## src/rtl/drum_tap_streamer_pkg.sv

```systemverilog
// Shared types and sample conversion helpers for the drum tap streamer.
package drum_pkg;

  typedef logic signed [17:0] node_t;
  typedef logic signed [15:0] audio_t;

  typedef enum logic [1:0] {
    IDLE,
    RUN,
    DONE
  } tap_state_t;

  localparam int unsigned AUDIO_SHIFT = 2;

  function automatic audio_t to_audio_trunc(input node_t u);
    return u[AUDIO_SHIFT +: 16];
  endfunction

  // The node is widened before the gain shift so that saturation can see the overflowed magnitude.
  function automatic audio_t to_audio_gain(input node_t u, input logic [2:0] gain);
    logic signed [23:0] w;
    w = {{6{u[17]}}, u};
    w = w >>> AUDIO_SHIFT;
    w = w <<< gain;
    if (w > 24'sd32767) begin
      return 16'sh7FFF;
    end else if (w < -24'sd32768) begin
      return 16'sh8000;
    end else begin
      return w[15:0];
    end
  endfunction

endpackage

```

## src/rtl/drum_tap_streamer_if.sv

```systemverilog
// Valid/ready audio sample stream between the tap streamer and the audio output path.
interface drum_tap_streamer_if;

  drum_pkg::audio_t sample_data;
  logic             sample_valid;
  logic             sample_ready;

  modport master (
    output sample_data,
    output sample_valid,
    input  sample_ready
  );

  modport slave (
    input  sample_data,
    input  sample_valid,
    output sample_ready
  );

endinterface

```

## src/rtl/drum_tap_streamer_fifo.sv

```systemverilog
// Synchronous show-ahead sample FIFO; a push into a full FIFO is accepted when a pop happens the same cycle.
module tap_sample_fifo #(
  parameter int unsigned DEPTH = 8,
  parameter int unsigned WIDTH = 16
) (
  input  logic             clock,
  input  logic             reset,
  input  logic             push,
  input  logic [WIDTH-1:0] push_data,
  input  logic             pop,
  output logic [WIDTH-1:0] pop_data,
  output logic             full,
  output logic             empty
);

  localparam int unsigned AW = $clog2(DEPTH);

  logic [WIDTH-1:0] r_mem [DEPTH];
  logic [AW:0]      r_wr_ptr;
  logic [AW:0]      r_rd_ptr;
  logic             w_do_push;
  logic             w_do_pop;

  assign empty     = (r_wr_ptr == r_rd_ptr);
  assign full      = (r_wr_ptr[AW] != r_rd_ptr[AW]) && (r_wr_ptr[AW-1:0] == r_rd_ptr[AW-1:0]);
  assign w_do_pop  = pop & ~empty;
  assign w_do_push = push & (~full | w_do_pop);
  assign pop_data  = r_mem[r_rd_ptr[AW-1:0]];

  always_ff @(posedge clock or posedge reset) begin
    if (reset) begin
      r_wr_ptr <= '0;
      r_rd_ptr <= '0;
    end else begin
      if (w_do_push) r_wr_ptr <= r_wr_ptr + 1'b1;
      if (w_do_pop)  r_rd_ptr <= r_rd_ptr + 1'b1;
    end
  end

  always_ff @(posedge clock) begin
    if (w_do_push) r_mem[r_wr_ptr[AW-1:0]] <= push_data;
  end

endmodule

```

## src/rtl/drum_tap_streamer.sv

```systemverilog
// Samples one grid tap node per step edge, buffers the audio words and streams them out.
// Optional DRUM_TAP_GAIN_EN adds a latched tap_gain input and a saturating, registered gain stage.
module drum_tap_streamer
  import drum_pkg::*;
#(
  parameter int unsigned SIZE       = 4,
  parameter int unsigned FIFO_DEPTH = 8,
  parameter int unsigned CNT_W      = 16
) (
  input  logic                    clock,
  input  logic                    reset,
  input  node_t                   u_2_mid [SIZE-1:0][SIZE-1:0],
  input  logic                    iter_flag,
  input  logic                    start,
  input  logic [$clog2(SIZE)-1:0] tap_row,
  input  logic [$clog2(SIZE)-1:0] tap_col,
  input  logic [CNT_W-1:0]        num_samples,
`ifdef DRUM_TAP_GAIN_EN
  input  logic [2:0]              tap_gain,
`endif
  drum_tap_streamer_if.master     stream,
  output logic                    busy,
  output logic                    done,
  output logic                    overflow,
  output logic [CNT_W-1:0]        sample_count
);

  localparam int unsigned IDX_W = $clog2(SIZE);
  localparam logic [IDX_W:0] LAST_IDX = (IDX_W + 1)'(SIZE - 1);

  tap_state_t       r_state;
  logic [IDX_W-1:0] r_row;
  logic [IDX_W-1:0] r_col;
  logic [CNT_W-1:0] r_num;
  logic [CNT_W-1:0] r_count;
  logic             r_overflow;
  logic             r_busy;
  logic             r_done;
  logic             r_iter_d;

  logic [IDX_W-1:0] w_row_clamp;
  logic [IDX_W-1:0] w_col_clamp;
  node_t            w_node;
  logic             w_edge;
  logic             w_take;
  logic             w_push;
  audio_t           w_push_data;
  logic             w_pop;
  logic             w_full;
  logic             w_empty;
  audio_t           w_pop_data;
  logic             w_drop;

  assign w_row_clamp = ({1'b0, tap_row} > LAST_IDX) ? LAST_IDX[IDX_W-1:0] : tap_row;
  assign w_col_clamp = ({1'b0, tap_col} > LAST_IDX) ? LAST_IDX[IDX_W-1:0] : tap_col;

  assign w_node = u_2_mid[r_row][r_col];
  assign w_edge = iter_flag & ~r_iter_d;
  assign w_take = w_edge & (r_state == RUN) & (r_count != r_num);

`ifdef DRUM_TAP_GAIN_EN
  logic [2:0] r_gain;
  logic       r_conv_vld;
  audio_t     r_conv_data;

  always_ff @(posedge clock or posedge reset) begin
    if (reset) begin
      r_gain      <= '0;
      r_conv_vld  <= 1'b0;
      r_conv_data <= '0;
    end else begin
      if (r_state == IDLE && start) r_gain <= tap_gain;
      r_conv_vld  <= w_take;
      r_conv_data <= to_audio_gain(w_node, r_gain);
    end
  end

  assign w_push      = r_conv_vld;
  assign w_push_data = r_conv_data;
`else
  assign w_push      = w_take;
  assign w_push_data = to_audio_trunc(w_node);
`endif

  assign w_pop  = stream.sample_valid & stream.sample_ready;
  assign w_drop = w_push & w_full & ~w_pop;

  always_ff @(posedge clock or posedge reset) begin
    if (reset) begin
      r_iter_d <= 1'b0;
    end else begin
      r_iter_d <= iter_flag;
    end
  end

  // Drop flagging precedes the case so a run start clears overflow with priority.
  always_ff @(posedge clock or posedge reset) begin
    if (reset) begin
      r_state    <= IDLE;
      r_row      <= '0;
      r_col      <= '0;
      r_num      <= '0;
      r_count    <= '0;
      r_overflow <= 1'b0;
      r_busy     <= 1'b0;
      r_done     <= 1'b0;
    end else begin
      if (w_drop) r_overflow <= 1'b1;
      case (r_state)
        IDLE: begin
          if (start) begin
            r_row      <= w_row_clamp;
            r_col      <= w_col_clamp;
            r_num      <= num_samples;
            r_count    <= '0;
            r_overflow <= 1'b0;
            if (num_samples == '0) begin
              r_state <= DONE;
              r_done  <= 1'b1;
            end else begin
              r_state <= RUN;
              r_busy  <= 1'b1;
            end
          end
        end
        RUN: begin
          if (r_count == r_num) begin
            r_state <= DONE;
            r_busy  <= 1'b0;
            r_done  <= 1'b1;
          end else if (w_take) begin
            r_count <= r_count + 1'b1;
          end
        end
        DONE: begin
          if (!start) begin
            r_state <= IDLE;
            r_done  <= 1'b0;
          end
        end
        default: begin
          r_state <= IDLE;
          r_busy  <= 1'b0;
          r_done  <= 1'b0;
        end
      endcase
    end
  end

  tap_sample_fifo #(
    .DEPTH (FIFO_DEPTH),
    .WIDTH (16)
  ) u_fifo (
    .clock     (clock),
    .reset     (reset),
    .push      (w_push),
    .push_data (w_push_data),
    .pop       (w_pop),
    .pop_data  (w_pop_data),
    .full      (w_full),
    .empty     (w_empty)
  );

  assign stream.sample_valid = ~w_empty;
  assign stream.sample_data  = w_pop_data;
  assign busy                = r_busy;
  assign done                = r_done;
  assign overflow            = r_overflow;
  assign sample_count        = r_count;

endmodule

```

## src/flat_wrapper.sv

```systemverilog
// flat-port wrapper written by rule: the top's interface ports become plain ports
module drum_tap_streamer_flat import drum_pkg::*;
#(
  parameter int unsigned SIZE       = 4,
  parameter int unsigned FIFO_DEPTH = 8,
  parameter int unsigned CNT_W      = 16
)
  (clock, reset, u_2_mid, iter_flag, start, tap_row, tap_col, num_samples, busy, done, overflow, sample_count, stream_sample_data, stream_sample_valid, stream_sample_ready);
  drum_tap_streamer_if stream_i ();
  input  logic clock;
  input  logic reset;
  input  node_t u_2_mid[SIZE-1:0][SIZE-1:0];
  input  logic iter_flag;
  input  logic start;
  input  logic [$clog2(SIZE)-1:0] tap_row;
  input  logic [$clog2(SIZE)-1:0] tap_col;
  input  logic [CNT_W-1:0] num_samples;
  output logic busy;
  output logic done;
  output logic overflow;
  output logic [CNT_W-1:0] sample_count;
  output wire logic [$bits(stream_i.sample_data)-1:0] stream_sample_data;
  output wire logic [$bits(stream_i.sample_valid)-1:0] stream_sample_valid;
  input wire logic [$bits(stream_i.sample_ready)-1:0] stream_sample_ready;
  assign stream_sample_data = stream_i.sample_data;
  assign stream_sample_valid = stream_i.sample_valid;
  assign stream_i.sample_ready = stream_sample_ready;
  drum_tap_streamer #(.SIZE(SIZE), .FIFO_DEPTH(FIFO_DEPTH), .CNT_W(CNT_W)) u_core (.clock(clock), .reset(reset), .u_2_mid(u_2_mid), .iter_flag(iter_flag), .start(start), .tap_row(tap_row), .tap_col(tap_col), .num_samples(num_samples), .stream(stream_i), .busy(busy), .done(done), .overflow(overflow), .sample_count(sample_count));
endmodule
```

## config.mk

```make
export PLATFORM = sky130hd
export DESIGN_NAME = drum_tap_streamer_flat
export DESIGN_NICKNAME = d
export VERILOG_FILES = /design/src/rtl/drum_tap_streamer_pkg.sv /design/src/rtl/drum_tap_streamer_if.sv /design/src/rtl/drum_tap_streamer_fifo.sv /design/src/rtl/drum_tap_streamer.sv /design/src/flat_wrapper.sv
export SDC_FILE = /design/constraint.sdc
export NUM_CORES = 1
export LEC_CHECK = 0
export CAP_MARGIN = 10
export CORE_MARGIN = 1.5
export CORE_UTILIZATION = 30
export DETAILED_ROUTE_END_ITERATION = 8
export PLACE_DENSITY = 0.6
export SYNTH_ARGS = -nofsm -noshare
export SYNTH_HDL_FRONTEND = slang
export SYNTH_SLANG_ARGS = --single-unit
```

## constraint.sdc

```tcl
create_clock -name clock -period 4.59 [get_ports clock]
set_input_delay 0.6885 -clock clock [delete_from_list [all_inputs] [get_ports clock]]
set_output_delay 0.6885 -clock clock [all_outputs]
set_load 0.005 [all_outputs]
```

==> metrics.txt <==
post-route setup TNS=0 ns; Final nets=1213; IO Pins=349; Post-DRT Antenna Nets=0; Final Max Slew Viols=0; clock buffer count from CTS=17; Fillers=2739; Final Setup Violations=0; Yosys top cell by area=edfxtp_1; ys flop type=edfxtp_1; GPL Wtd Cong=0.904; fin crit period=3.30 ns; vias in the first global route=7001; Static Leakage=4.76 nW; Sinks on Clock Net=178; CTS Root Cell=clkbuf_16; WL per Instance=22.0 um; pin slew with the least headroom to its limit=0.934 ns; vias per inst=5.04; Setup Buffers After CTS=0; initial antenna violation count=7; synthesis-to-layout area growth=45.7%; Post-synth EDFFs=128; Hold Crit Depth=2; fmax=303 MHz; setup slack, reg-to-reg=1.82 ns; sequential fraction of the synthesis area=54.5%; starting DRC count in detailed routing=539; Final Util=44.4%; Hold Startpoint=u_core.r_num[13]; crit path from=u_core.u_fifo.r_rd_ptr[1]; largest net degree at the start of global routing=47; Worst Skew=0.0224 ns; R2R cell count=3; Hold-fix buffers, CTS=0; Via Count=6604; Die ar.=0.0322 mm2; fraction of final layout cells with drive strength greater than 1=22.2%; Hold Crit Class=reg2reg; die height=180 um; reg2reg start=u_core.r_row[0]; Synth Instances=588; global-route wire length before repair=44200 um; GRT overflow=0; Pint=4.59 mW; commonest non-fill, non-tap cells in the layout=316 x clkdlybuf4s50_1, 128 x edfxtp_1, 112 x mux4_2; CP Max Fanout=36; CORE AREA=0.0307 mm2; syn avg cell area=15.9 um2; number of distinct library cells after synthesis=43; Final Hold Vio Count=0; drt total wl=28800 um; reg2reg end=u_core.u_fifo.r_mem[7][6]; Async SR Flop Fraction=28.1%; Mapped Area=0.00935 mm2; outcome=finished, final reports clean; Power Density=498 mW/mm2; post-CTS sizing=0; largest cells by area after synthesis=edfxtp_1 41%, mux4_2 27%, dfrtp_1 13%; port bufs=316; share of power burned in registers=38.7%; Max clock buf depth=2; kind of critical path=reg2out; CTS clk-pin slew, worst paths=0.07 ns; Net Switching=2.20 mW; leading cell type in the layout, fill and taps excluded=clkdlybuf4s50_1; Yosys top cell area share=41.1%; Worst EP required=3.90 ns; max cap viols=0; Arrival @ worst endpoint=2.61 ns; crit path launch type=register; worst slew margin relative to its limit=37.7%; Worst-Skew Late Latency=0.43 ns; CTS tree=yes; CP Capture Type=output pin; Hold Crit Endpoint=u_core.r_num[13]; Seq cells post-synth=178; row cnt=64; htree depth=4; dpl cells=1274; GRT Util Overall=18.3%; drc violations=0; period utilisation layout=71.9%; switching share of power=32.4%; Initial Util=30.5%; Yosys warning count=0; DRT Pass-1 Iters=4; peak supply drop=0.301 mV; Comb power frac=40.3%; Finished Layout Cells=1311; Clk network pwr share=21.0%; Syn Nets=904; detailed placer's ending HPWL=22400 um; die width=180 um; RSZ-0062 raised after global routing=false; hold slack=0.499 ns
registers in the layout, indices dropped and copies added, names as in the netlist, 2 cells and up:
signal,cells
u_core.r_state,2
u_core.u_fifo.r_wr_ptr,4
u_core.u_fifo.r_rd_ptr,4
u_core.r_num,16
u_core.sample_count,16
u_core.u_fifo.r_mem,128
u_core.r_row,2
u_core.r_col,2
power by group through the flow:
stage / clock network (mW) / logic [mW] / registers (mW)
floorplan: 0 / 1.90 / 2.37
global placement: 0 / 2.75 / 2.68
detailed placement: 0 / 2.78 / 2.68
CTS: 1.45 / 2.79 / 2.64
global route: 1.52 / 2.96 / 2.69
finish: 1.42 / 2.74 / 2.63
cells by family after synthesis:
kind of cell / after synthesis / share of synthesized area (%)
fa+ha+maj: 3 / 0.401
flops: 178 / 54.5
simple gates: 159 / 7.93
buf+inv: 54 / 2.47
xor+xnor: 26 / 2.43
compound gates: 35 / 2.84
mux: 133 / 29.5
layer usage:
metal  track usage, %  part of all wire (%)  vias to the layer above
met5                0                 0.052                        -
met2             30.1                    51                      240
met4             5.23                   1.0                        2
met1             23.8                    42                     3343
li1                 -                     -                     2999
met3             4.70                   6.2                       20
Yosys cell counts (9+ instances only):
master and count:
nand3_1 14, clkbuf_1 28, edfxtp_1 128, xnor2_1 9
dfrtp_1 50, mux4_2 112, nor4_1 10, mux2_2 18
nand2_1 87, buf_2 16, nor2_1 11, xor2_1 17
through the flow:
stage | setup WS [ns] | area, um2 | power [mW]
after floorplan | 0.947 | 9350 | 4.27
after global placement | 1.49 | 13000 | 5.43
after detailed placement | 1.46 | 13000 | 5.46
after CTS | 1.24 | 13600 | 6.88
after global routing | 1.17 | 13600 | 7.17
final | 1.29 | 13600 | 6.79
worst max path at each step:
stage / end / cells past startpoint / slack [ns]
floorplan: u_core.u_fifo.r_mem[0][0] / 6 / 0.95
detailed placement: u_core.u_fifo.r_mem[0][4] / 8 / 1.46
global placement: u_core.u_fifo.r_mem[0][4] / 8 / 1.49
CTS: stream_sample_data[12] / 3 / 1.24
global route: stream_sample_data[12] / 3 / 1.17
finish: stream_sample_data[14] / 3 / 1.29
worst max-delay path, stage by stage, from the launching register on:
cell	delay [ns]
dfrtp_2	0.98
mux4_2	0.43
mux2_2	0.33
clkdlybuf4s50_1	0.45
cell type report:
type / instances / area (um2) / share of cell area, %
inverters: 5 / 18.8 / 0.138
well taps: 396 / 495 / 3.63
repair buffers: 339 / 3360 / 24.7
diodes: 5 / 12.5 / 0.0918
multi-input cells: 356 / 4050 / 29.7
clock inverters: 14 / 159 / 1.17
clock buffers: 18 / 429 / 3.15
flip-flops and latches: 178 / 5100 / 37.4
Power figures use the tool's default switching activity.
==> RTL edit 1 (same settings) <==
`SIZE` is set to 4 in 2 places; all go to 2.
--- a/src/rtl/drum_tap_streamer.sv
+++ b/src/rtl/drum_tap_streamer.sv
@@ -3,7 +3,7 @@
 module drum_tap_streamer
   import drum_pkg::*;
 #(
-  parameter int unsigned SIZE       = 4,
+  parameter int unsigned SIZE       = 2,
   parameter int unsigned FIFO_DEPTH = 8,
   parameter int unsigned CNT_W      = 16
 ) (
--- a/src/flat_wrapper.sv
+++ b/src/flat_wrapper.sv
@@ -1,7 +1,7 @@
 // flat-port wrapper written by rule: the top's interface ports become plain ports
 module drum_tap_streamer_flat import drum_pkg::*;
 #(
-  parameter int unsigned SIZE       = 4,
+  parameter int unsigned SIZE       = 2,
   parameter int unsigned FIFO_DEPTH = 8,
   parameter int unsigned CNT_W      = 16
 )
Interface: changed (resized tap_col, tap_row and u_2_mid); port bits go from 349 to 131. No check against the original RTL was run, so the function may have changed too.
==> RTL edit 1 against the unedited design <==
  * Final area decreased by 27%
  * Synthesized area decreased by 17%
  * Sequential power decreased by 6%
  * Final cell count decreased by 27%
  * Routed wire length decreased by 38%
  * Sequential share of layout area increased by 13 points
  * Sequential cell count decreased by 2
  * Power decreased by 16%
  * Critical path depth increased by 1
  * Setup slack got worse by 0.16 ns
  * Register-to-register slack got worse by 0.26 ns
  * Critical endpoint is now stream_sample_data[6]
==> RTL edit 1: results (changes against the unedited design) <==
Status
  – Status: complete, no violations (unchanged)

Layout
  – Area share of buffers outside the clock network: 13.3% (was 24.7%)
  – Fill cell count: 2316 (was 2739)
  – Multi-input gates: 278 (was 356)
  – Clock Buffer Count: 17 (was 18)
  – ClkCell Share: 5.71% (was 4.31%)
  – Signal inverters: 3 (was 5)
  – Antenna Diode Count: 0 (was 5)
  – Non-Clock Buffer Count: 136 (was 339)
  – Final Util: 39.4% (was 44.4%)
  – Layout cells sized above 1: 20.0% (was 22.2%)
  – Cell Count, Final, Fillers Out: 955 (was 1311)
  – Nets@finish: 710 (was 1213)
  – Fraction of area in registers: 50.8% (was 37.4%)
  – Seq_cells: 176 (was 178)
  – Multi-input combinational area share: 25.9% (was 29.7%)

Placed design
  – DP Worst Slack: 1.27 ns (was 1.46 ns)
  – Routability cong.: 0.824 (was 0.904)
  – Placed Area: 0.00937 sq mm (was 0.0130 sq mm)
  – Cells after DPL: 923 (was 1274)

Synthesis
  – Multiplexer area fraction after synthesis: 16.7% (was 29.5%)
  – Synth Area in Adders: 0.484% (was 0.401%)
  – Post-synth top cells: 128 x edfxtp_1, 70 x nand2_1, 48 x dfrtp_1, 48 x mux4_2 (was 128 x edfxtp_1, 112 x mux4_2, 87 x nand2_1, 50 x dfrtp_1, 28 x clkbuf_1)
  – Ys async rst share: 27.3% (was 28.1%)
  – Area contributors post-synth: edfxtp_1 50%, dfrtp_1 15%, mux4_2 14% (was edfxtp_1 41%, mux4_2 27%, dfrtp_1 13%)
  – Synth Area in Compound Gates: 3.29% (was 2.84%)
  – Seq/Total Area, Yosys: 65.0% (was 54.5%)
  – Xor and xnor area share after synthesis: 2.94% (was 2.43%)
  – Total nets after synthesis: 584 (was 904)
  – Cell count after synthesis: 486 (was 588)
  – Yosys cell types: 43 (unchanged)

Pwr
  – Leakage: 3.48 nW (was 4.76 nW)
  – NetSw: 1.79 mW (was 2.20 mW)
  – VDD IR max: 0.269 mV (was 0.301 mV)

Drt
  – Vias per inst: 4.93 (was 5.04)
  – TritonRoute pass-1 iters: 5 (was 4)
  – Met2 wire len: 9060 um (was 14600 um)
  – Top Layer Used: met4 (was met5)
  – Drt total wl: 18000 um (was 28800 um)
  – Metal3 WL: 1030 um (was 1800 um)
  – Met1 wire length: 7640 um (was 12100 um)

Worst setup path
  – Max stage delay cell, worst path: dfrtp_1 (was dfrtp_2)
  – Max incr delay on CP: 0.95 ns (was 0.98 ns)
  – Arrival time of the worst setup path: 2.77 ns (was 2.61 ns)
  – Critical path fanouts, max: 20 (was 36)

GRT
  – First-pass GRT wire length: 27800 um (was 44200 um)
  – Initial antenna violation count: 0 (was 7)
  – Vias in the first global route: 4946 (was 7001)
  – Grt met3 use: 2.80% (was 4.70%)
  – Grt met2 use: 24.6% (was 30.1%)
  – All-Layer GR Usage: 14.0% (was 18.3%)
  – Met1 Use GR: 17.2% (was 23.8%)
  – Largest net degree at the start of global routing: 49 (was 47)

Floorplanning
  – Tap cells: 330 (was 396)

Timing
  – Clk_skew: 0.0149 ns (was 0.0224 ns)
## RTL edit 1: cell count changes after synthesis, sizes merged, moves of 3 or more
cell | unedited run | this run
a41o | 3 | 0
nand2 | 87 | 71
a221o | 0 | 3
a22o | 0 | 6
clkbuf | 29 | 10
o41ai | 3 | 0
a31o | 3 | 0
nor2b | 2 | 5
mux4 | 112 | 48
and2 | 4 | 1
and3 | 4 | 12
## RTL edit 1: worst max-delay path: cells and delay by family (launching register included)
| family | cells | cell delay [ns] |
|---|---|---|
| flops | 1 | 0.95 |
| buf+inv | 2 | 0.79 |
| mux | 2 | 0.60 |
## RTL edit 1: worst paths after layout
| check | slack, ns | end | from | cells after the start |
|---|---|---|---|---|
| setup / recovery | 1.13 | stream_sample_data[6] | u_core.u_fifo.r_rd_ptr[1]$_DFFE_PP0P_ | 4 |
| max in group asynchronous | 3.00 | u_core.u_fifo.r_rd_ptr[0]$_DFFE_PP0P_ | reset | 2 |
| setup reg to reg | 1.56 | u_core.u_fifo.r_mem[6][2]$_DFFE_PP_ | u_core.r_state[0]$_DFFE_PP0P_ | 6 |
| min in group asynchronous | 0.84 | u_core.r_row$_DFFE_PP0P_ | reset | 2 |
| hold reg to reg | 0.49 | u_core.u_fifo.r_rd_ptr[3]$_DFFE_PP0P_ | u_core.u_fifo.r_rd_ptr[3]$_DFFE_PP0P_ | 1 |
| hold / removal | 0.49 | u_core.u_fifo.r_rd_ptr[3]$_DFFE_PP0P_ | u_core.u_fifo.r_rd_ptr[3]$_DFFE_PP0P_ | 1 |
## RTL edit 1: power groups by stage
stage	Sequential (mW)	Combinational (mW)	Clock (mW)
floorplan	2.29	1.33	0
CTS	2.47	1.91	1.41
global route	2.51	2.05	1.47
global placement	2.49	1.85	0
finish	2.46	1.86	1.38
detailed placement	2.51	1.90	0
==> RTL edit 2 (same settings) <==
Without the edit above. Encoding of `tap_state_t`: now one-hot (3 bits for 3 states).
--- a/src/rtl/drum_tap_streamer_pkg.sv
+++ b/src/rtl/drum_tap_streamer_pkg.sv
@@ -4,10 +4,10 @@
   typedef logic signed [17:0] node_t;
   typedef logic signed [15:0] audio_t;
 
-  typedef enum logic [1:0] {
-    IDLE,
-    RUN,
-    DONE
+  typedef enum logic [2:0] {
+    IDLE = 3'b001,
+    RUN  = 3'b010,
+    DONE = 3'b100
   } tap_state_t;
 
   localparam int unsigned AUDIO_SHIFT = 2;
Function: same outputs for any inputs over 4 cycles, from zero or initial values and one cycle with reset high; so few cycles prove little.
==> RTL edit 2 against the unedited design <==
  * Final area down 0.17%
  * Synthesized area down 0.91%
  * Power up 4.2%
  * Routed wire length down 0.62%
  * Setup slack worse by 0.11 ns
  * Sequential cell count up 1
  * Worst hold slack about the same
  * Combinational power up 8.0%
  * First-iteration DRC count down 30%
  * Clock skew down 0.0046 ns
  * Via count down 2.0%
  * Highest routed layer unchanged
  * Count of clock-buffer cells in the layout down 1
==> RTL edit 2: results (changes against the unedited design) <==
Timing
  – Clk_skew: 0.0178 ns (was 0.0224 ns)
  – Slew margin rel.: 41.1% (was 37.7%)

Worst setup path
  – Arrival time of the worst setup path: 2.72 ns (was 2.61 ns)
  – Max incr delay on CP: 0.60 ns (was 0.98 ns)
  – Critical path fanouts, max: 36 (unchanged)
  – Max stage delay cell, worst path: mux4_2 (was dfrtp_2)

Pwr
  – VDD IR max: 0.283 mV (was 0.301 mV)
  – Leakage: 4.73 nW (was 4.76 nW)

Placed design
  – Hpwl dp: 22200 um (was 22400 um)
  – Routability cong.: 0.817 (was 0.904)
  – Cells after DPL: 1251 (was 1274)
  – Placed Area: 0.0130 sq mm (about the same)
  – DP Worst Slack: 1.33 ns (was 1.46 ns)

Drt
  – DRT iter0 DRCs: 375 (was 539)
  – Drt total wl: 28600 um (was 28800 um)
  – Vias post-DR: 6473 (was 6604)
  – Vias per inst: 5.03 (was 5.04)

Synthesis
  – Area contributors post-synth: edfxtp_1 41%, mux4_2 27%, dfrtp_1 13% (unchanged)
  – Total nets after synthesis: 879 (was 904)
  – Cell count after synthesis: 563 (was 588)
  – Post-synth top cells: 128 x edfxtp_1, 112 x mux4_2, 77 x nand2_1, 50 x dfrtp_1, 28 x clkbuf_1 (was 128 x edfxtp_1, 112 x mux4_2, 87 x nand2_1, 50 x dfrtp_1, 28 x clkbuf_1)
  – Yosys cell types: 45 (was 43)
  – Seq/Total Area, Yosys: 55.3% (was 54.5%)

GRT
  – All-Layer GR Usage: 18.4% (was 18.3%)
  – Largest net degree at the start of global routing: 66 (was 47)
  – Vias in the first global route: 6904 (was 7001)
  – First-pass GRT wire length: 42400 um (was 44200 um)

Status
  – Status: complete, no violations (unchanged)

Layout
  – Nets@finish: 1190 (was 1213)
-- RTL edit 2: cells by family (layout without fill, tap and decap cells) --
family | Yosys count | after routing | share of synthesized area [%]
flip-flops | 179 | 179 | 55.3
AND/OR/NAND/NOR | 137 | 137 | 7.02
multiplexers | 132 | 132 | 29.6
buffers and inverters | 48 | 372 | 2.17
AO/OA/AOI/OAI | 37 | 37 | 2.98
XOR/XNOR | 27 | 27 | 2.55
adder cells (fa/ha/maj) | 3 | 3 | 0.405
other | 0 | 5 | 0
-- RTL edit 2: where the power goes --
part	switching [mW]	total, mW	internal, mW
clock network	0.715	1.52	0.805
registers	0.340	2.59	2.25
logic	1.29	2.96	1.67
-- RTL edit 2: worst paths after layout --
kind,cells past startpoint,from,end,slack (ns)
max in group asynchronous,3,reset,u_core.sample_count[4]$_DFFE_PP0P_,3.13
min in group asynchronous,2,reset,u_core.sample_count[9]$_DFFE_PP0P_,0.75
max reg2reg,6,u_core.u_fifo.r_rd_ptr[1]$_DFFE_PP0P_,u_core.u_fifo.r_mem[4][12]$_DFFE_PP_,1.80
max,4,u_core.u_fifo.r_rd_ptr[0]$_DFFE_PP0P_,stream_sample_data[15],1.18
min,2,u_core.r_num[0]$_DFFE_PP0P_,u_core.r_num[0]$_DFFE_PP0P_,0.50
min reg2reg,2,u_core.r_num[0]$_DFFE_PP0P_,u_core.r_num[0]$_DFFE_PP0P_,0.50
-- RTL edit 2: area by class of cell --
class	instances	area, sq um
multi-input cells	336	3990
flip-flops and latches	179	5130
clock buffers	17	425
diodes	5	12.5
clock inverters	15	220
fillers	2696	16900
repair buffers	335	3320
inverters	5	18.8
well taps	396	495
-- RTL edit 2: worst max-delay path, delay by kind of cell (launching register included) --
kind | cells | cell delay (ns)
buffers and inverters | 2 | 1.06
muxes | 2 | 0.88
DFF | 1 | 0.34
-- RTL edit 2: routing by layer --
metal,global-route usage (%),part of all wire [%],up-vias
li1,-,-,2926
met3,5.15,5.6,22
met1,22.5,42,3306
met5,0,0.045,-
met2,31.3,51,217
met4,5.83,1.1,2
